### src/rtl/score_keeper.sv
// score_keeper: two-player match scorer with a six-digit 7-segment display.
// Points are accepted only in PLAY. Each point is followed by a fixed pause,
// unless it wins the match. The WIN screen blinks until new_game.
module score_keeper #(
  parameter int WIN_SCORE    = 5,
  parameter int PAUSE_CYCLES = 50_000_000,
  parameter int BLINK_DIV    = 25_000_000
) (
  input  logic       clk,
  input  logic       reset_n,
  input  logic       p1_point,
  input  logic       p2_point,
  input  logic       new_game,
  output logic [3:0] digit5,
  output logic [3:0] digit4,
  output logic [3:0] digit3,
  output logic [3:0] digit2,
  output logic [3:0] digit1,
  output logic [3:0] digit0,
  output logic       serve_ready,
  output logic       game_over,
  output logic [1:0] winner
);

  // Counters only ever hold 0..N-1, so clog2(N) bits are enough (min 1 bit).
  localparam int PW = (PAUSE_CYCLES > 1) ? $clog2(PAUSE_CYCLES) : 1;
  localparam int BW = (BLINK_DIV > 1) ? $clog2(BLINK_DIV) : 1;

  localparam logic [PW-1:0] PAUSE_LAST = PW'(PAUSE_CYCLES - 1);
  localparam logic [BW-1:0] BLINK_LAST = BW'(BLINK_DIV - 1);
  localparam logic [3:0]    WIN_VAL    = 4'(WIN_SCORE);

  // Display glyph codes
  localparam logic [3:0] C_BLANK = 4'hA;
  localparam logic [3:0] C_DASH  = 4'hB;
  localparam logic [3:0] C_P     = 4'hC;
  localparam logic [3:0] C_ONE   = 4'hD;
  localparam logic [3:0] C_TWO   = 4'hE;
  localparam logic [3:0] C_F     = 4'hF;

  typedef enum logic [1:0] {
    PLAY  = 2'd0,
    PAUSE = 2'd1,
    WIN   = 2'd2
  } state_t;

  state_t        state_q, state_d;
  logic [3:0]    s1_q, s1_d;
  logic [3:0]    s2_q, s2_d;
  logic [1:0]    winner_q, winner_d;
  logic [PW-1:0] pause_cnt_q, pause_cnt_d;
  logic [BW-1:0] blink_cnt_q, blink_cnt_d;
  logic          phase_q, phase_d;   // 1 = WIN screen visible

  logic [3:0]    s1_inc;
  logic [3:0]    s2_inc;

  assign s1_inc = s1_q + 4'd1;
  assign s2_inc = s2_q + 4'd1;

  // State register with asynchronous reset into an empty PLAY match
  always_ff @(posedge clk or negedge reset_n) begin
    if (!reset_n) begin
      state_q     <= PLAY;
      s1_q        <= 4'd0;
      s2_q        <= 4'd0;
      winner_q    <= 2'b00;
      pause_cnt_q <= '0;
      blink_cnt_q <= '0;
      phase_q     <= 1'b1;
    end else begin
      state_q     <= state_d;
      s1_q        <= s1_d;
      s2_q        <= s2_d;
      winner_q    <= winner_d;
      pause_cnt_q <= pause_cnt_d;
      blink_cnt_q <= blink_cnt_d;
      phase_q     <= phase_d;
    end
  end

  // Next-state logic: new_game overrides everything, points count only in PLAY
  always_comb begin
    state_d     = state_q;
    s1_d        = s1_q;
    s2_d        = s2_q;
    winner_d    = winner_q;
    pause_cnt_d = pause_cnt_q;
    blink_cnt_d = blink_cnt_q;
    phase_d     = phase_q;

    if (new_game) begin
      state_d     = PLAY;
      s1_d        = 4'd0;
      s2_d        = 4'd0;
      winner_d    = 2'b00;
      pause_cnt_d = '0;
      blink_cnt_d = '0;
      phase_d     = 1'b1;
    end else begin
      case (state_q)
        PLAY: begin
          // Simultaneous points are ambiguous and are dropped entirely
          if (p1_point && !p2_point) begin
            s1_d = s1_inc;
            if (s1_inc == WIN_VAL) begin
              state_d     = WIN;
              winner_d    = 2'b01;
              blink_cnt_d = '0;
              phase_d     = 1'b1;
            end else begin
              state_d     = PAUSE;
              pause_cnt_d = '0;
            end
          end else if (p2_point && !p1_point) begin
            s2_d = s2_inc;
            if (s2_inc == WIN_VAL) begin
              state_d     = WIN;
              winner_d    = 2'b10;
              blink_cnt_d = '0;
              phase_d     = 1'b1;
            end else begin
              state_d     = PAUSE;
              pause_cnt_d = '0;
            end
          end
        end
        PAUSE: begin
          if (pause_cnt_q == PAUSE_LAST) begin
            state_d     = PLAY;
            pause_cnt_d = '0;
          end else begin
            pause_cnt_d = pause_cnt_q + PW'(1);
          end
        end
        WIN: begin
          if (blink_cnt_q == BLINK_LAST) begin
            blink_cnt_d = '0;
            phase_d     = ~phase_q;
          end else begin
            blink_cnt_d = blink_cnt_q + BW'(1);
          end
        end
        default: begin
          state_d = PLAY;
        end
      endcase
    end
  end

  // Display decode from registered state only
  always_comb begin
    digit5 = C_ONE;
    digit4 = s1_q;
    digit3 = C_DASH;
    digit2 = C_DASH;
    digit1 = C_TWO;
    digit0 = s2_q;
    if (state_q == WIN) begin
      if (phase_q) begin
        digit5 = C_P;
        digit4 = (winner_q == 2'b01) ? 4'd1 : 4'd2;
        digit3 = C_BLANK;
        digit2 = C_BLANK;
        digit1 = C_F;
        digit0 = C_BLANK;
      end else begin
        digit5 = C_BLANK;
        digit4 = C_BLANK;
        digit3 = C_BLANK;
        digit2 = C_BLANK;
        digit1 = C_BLANK;
        digit0 = C_BLANK;
      end
    end
  end

  assign serve_ready = (state_q == PLAY);
  assign game_over   = (state_q == WIN);
  assign winner      = winner_q;

endmodule
### config.mk
export PLATFORM = sky130hd
export DESIGN_NAME = score_keeper
export DESIGN_NICKNAME = d
export VERILOG_FILES = /design/src/rtl/score_keeper.sv
export SDC_FILE = /design/constraint.sdc
export NUM_CORES = 1
export LEC_CHECK = 0
export BUFFER_PORTS_ARGS = -buffer_cell sky130_fd_sc_hd__buf_2
export CORE_MARGIN = 4
export CORE_UTILIZATION = 65
export DETAILED_ROUTE_END_ITERATION = 7
export PLACE_DENSITY = 0.86
export SLEW_MARGIN = 20
export SYNTH_ARGS = -nofsm -noshare
export SYNTH_HDL_FRONTEND = slang
export SYNTH_SLANG_ARGS = --single-unit
### constraint.sdc
create_clock -name clk -period 3 [get_ports clk]
set_input_delay 0.15 -clock clk [delete_from_list [all_inputs] [get_ports clk]]
set_output_delay 0.15 -clock clk [all_outputs]
set_load 0.02 [all_outputs]
==> summary.txt <==
GRT
  • Maximum number of pins on one net before global-route repair: 28
  • Remaining Overflow, GRT: 0
  • Initial antenna violation count: 0
  • Number of global-route vias before repair: about 3,300
  • Wire length of the first global-routing pass: 14.4 mm
  • GR Util All Layers: between 20% and 30%

Placement
  • Minimum setup slack after placement: 0.613 ns
  • Routability Congestion: 0.865
  • IO buf count: 23
  • Count of placed standard cells including taps: around 530
  • HPWL after detailed placement: about 5.6 mm

Floorplan
  • Chip Width: 85.3 um
  • Die area: 7270 sq um
  • Starting density of the core: 68.8%
  • Standard-cell row count: 27
  • Chip Height: 85.3 um
  • Floorplan Core Area: 5640 sq um
  • Number of ports placed on the die boundary: 33

Cells and area
  • Sequential cell area: about 1600 sq um
  • Area occupied by multi-input gates: a little over 2000 sq um
  • Layout overhead on the synthesized area: 8.22%
  • Final #Nets: roughly 480
  • Number of cells in the finished layout apart from fillers: ~540
  • Proportion of layout cells with a drive suffix above 1: 11.9%
  • Fill cell instance count of the final layout: 397
  • Antenna Diode Count: 0

Worst setup path
  • Critical register-to-register path startpoint: pause_cnt_q[0]
  • Signal arrival time at the worst endpoint: between 2 and 3 ns
  • Crit path from: pause_cnt_q[0]
  • Data required time of the critical path: 3.23 ns
  • Critical Setup Path Class: reg2reg
  • Category of the worst setup path capture point: flop
  • Startpoint Class: flop
  • Largest driver fanout on the critical path: 27

Clocking
  • Latest clock arrival within the worst-skew pair: 0.35 ns
  • Quantity of gates resized following cts: 0
  • Register clock-pin slew on the reported worst setup and hold paths: 0.08 ns
  • Num CTS Buffers: 9
  • H-tree depth reported by CTS: 3
  • CTS Sinks: 64
  • Master cell of the clock root buffer: clkbuf_8
  • Maximum root-to-sink buffer count: 2
  • CTS tree: yes

Flow run
  • Maximum Capacitance Violations: 0

Timing
  • Unrepaired setup endpoints after global routing: false
  • Number of pins with negative max-slew slack in the final report: 0
  • Clock tree skew after final layout: between 0.01 and 0.015 ns
  • Shortest clock period the worst path allows after layout: 2.41 ns
  • Slew margin rel.: 30.8%
  • Transition at the pin with the smallest max-transition slack: 1.02 ns
  • Hold Fails Final Rpt: 0
  • Setup Total Neg Slack: 0 ns
  • Period utilisation layout: 80.2%
  • Top achievable clock speed: a little over 400 MHz
  • Post-route setup slack: roughly 0.59 ns
  • Final setup violation count: 0

Power and ir drop
  • Peak VDD IR: 0.334 mV
  • Power after layout: approximately 1.9 mW
  • Pwr/cell area: around 450 nW/um^2
  • P_leak: roughly 1.9 nW

Logic synthesis
  • Share of the synthesized netlist area taken by xor and xnor gates: 2.26%
  • Adder-cell area share of the yosys netlist: 2.58%
  • Synthesized-area fraction occupied by and/or/nand/nor cells: 28.5%
  • Compound-gate portion of the synthesized area: 17.0%
  • Post-synthesis async set-or-reset flop share: 100%
  • Top flip-flop cell by instance count after synthesis: dfrtp_1
  • Portion of the post-synthesis area used by sequential elements: 41.3%
  • Mean post-synth cell area: 8.60 sq um
  • Area of the mapped netlist: 3880 sq um
  • Fraction of synthesized area in multiplexers: approximately 1.3%
  • Total of warnings raised by yosys: 0
  • Number of unique standard cell types used by synthesis: 56
  • Synthesized flop and latch total: 64
  • Dominant combinational cell family by area after synthesis: simple AND/OR/NAND/NOR gates
  • Number of flops mapped to enable cells by yosys: 0
  • Syn Inst Count: about 450

Detailed routing
  • DRT Pass-1 Iters: 6
  • WL per Instance: 15.1 um
  • DR vias/cell: 6.39
  • DRC Markers: 0
  • Iteration-0 DRC count of the detailed router: 250
  • DRT antenna net count: 0
  • Detailed Route WL: just over 8 mm
  • Total vias in the final route: 3,472

Min path
  • Launch instance of the worst min-delay path: new_game
  • Worst Hold Class: in2reg

Outcome
  • Result of the run: completed
where the power goes:
group | switching [mW] | internal [mW]
registers | 0.0107 | 0.870
clock network | 0.356 | 0.493
logic | 0.108 | 0.0414
total | 0.475 | 1.40
metal layers:
layer | global-route usage (%) | routed length (um)
met4 | 9.06 | 156
met1 | 31.2 | 3630
met3 | 5.83 | 561
met2 | 38.4 | 3880
met5 | 0 | 0
registers in the layout, indices dropped and copies added (netlist names):
| register | count |
|---|---|
| state_q | 2 |
| winner | 2 |
| pause_cnt_q | 26 |
| blink_cnt_q | 25 |
| phase_q | 1 |
| s2_q | 4 |
| s1_q | 4 |
kinds of logic after synthesis:
family,Yosys count
other,2
AND/OR/NAND/NOR,212
adder cells (fa/ha/maj),8
flip-flops,64
XOR/XNOR,10
buffers and inverters,51
AO/OA/AOI/OAI,99
multiplexers,5
cells in the final DEF (no fill, tap or decap), types with 14 or more instances in the layout:
| cell | netlist | layout |
|---|---|---|
| nand4_1 | 15 | 15 |
| nand2_1 | 43 | 43 |
| dfrtp_1 | 63 | 63 |
| and3_1 | 19 | 19 |
| o21ai_0 | 18 | 18 |
| a21oi_1 | 23 | 23 |
| nor2_1 | 42 | 42 |
| o21ai_1 | 17 | 17 |
| a221o_1 | 14 | 14 |
| inv_1 | 17 | 17 |
| nor3_1 | 15 | 15 |
| nand3_1 | 29 | 29 |
| buf_2 | 6 | 23 |
critical path, stage by stage (launching register included):
cell and delay [ns]:
dfrtp_1 0.39, ha_1 0.19, and2_0 0.24, nand2_1 0.12, nor4_4 0.53, nor2_2 0.33, o311a_1 0.22, a221o_1 0.27
layout make-up:
type,count,share of cell area [%]
Clock buffer,10,3.28
Clock inverter,6,2.18
Inverter,19,1.70
Multi-Input combinational cell,343,48.7
Sequential cell,64,38.2
Tap cell,72,2.15
Timing Repair Buffer,29,3.87
final timing paths:
check	to	slack (ns)	depth (start not counted)
worst min register to register	pause_cnt_q[0]	0.52	1
worst max-delay path	pause_cnt_q[22]	0.59	7
min in group asynchronous	pause_cnt_q[25]	0.34	2
max in group asynchronous	phase_q	1.87	3
worst min-delay path	s2_q[2]	0.16	2
worst max register to register	pause_cnt_q[22]	0.59	7
through the flow:
step                      util (%)  hold slack (ns)  instance area [sq um]
after CTS                     74.4            0.154                   4200
after floorplan                  -           -0.146                   3910
after global placement        70.2            0.187                   3960
final                         74.4            0.165                   4200
after global routing          74.4            0.178                   4200
after detailed placement      70.2            0.200                   3960
synth_stat cells, drive strengths merged, types with 5 or more instances:
master	instances	area, sq um
or3	13	81.3
nand2	44	168
mux2i	5	50.1
dfrtp	63	1580
inv	19	71.3
o21ai	35	175
a21oi	23	115
buf	21	154
ha	8	100
nand4	15	93.8
nor3	15	75.1
nand3	29	145
a221o	14	140
nor2	43	164
and3	20	130
a21o	6	45.0
and2	7	43.8
clkbuf	11	41.3
nor4	7	58.8
xor2	7	61.3
timing repair:
item	in CTS	in global routing
hold endpoints to repair	25	0
hold buffers	1	0
setup buffers	0	0
No activity file was read; power rests on OpenSTA's default activity.
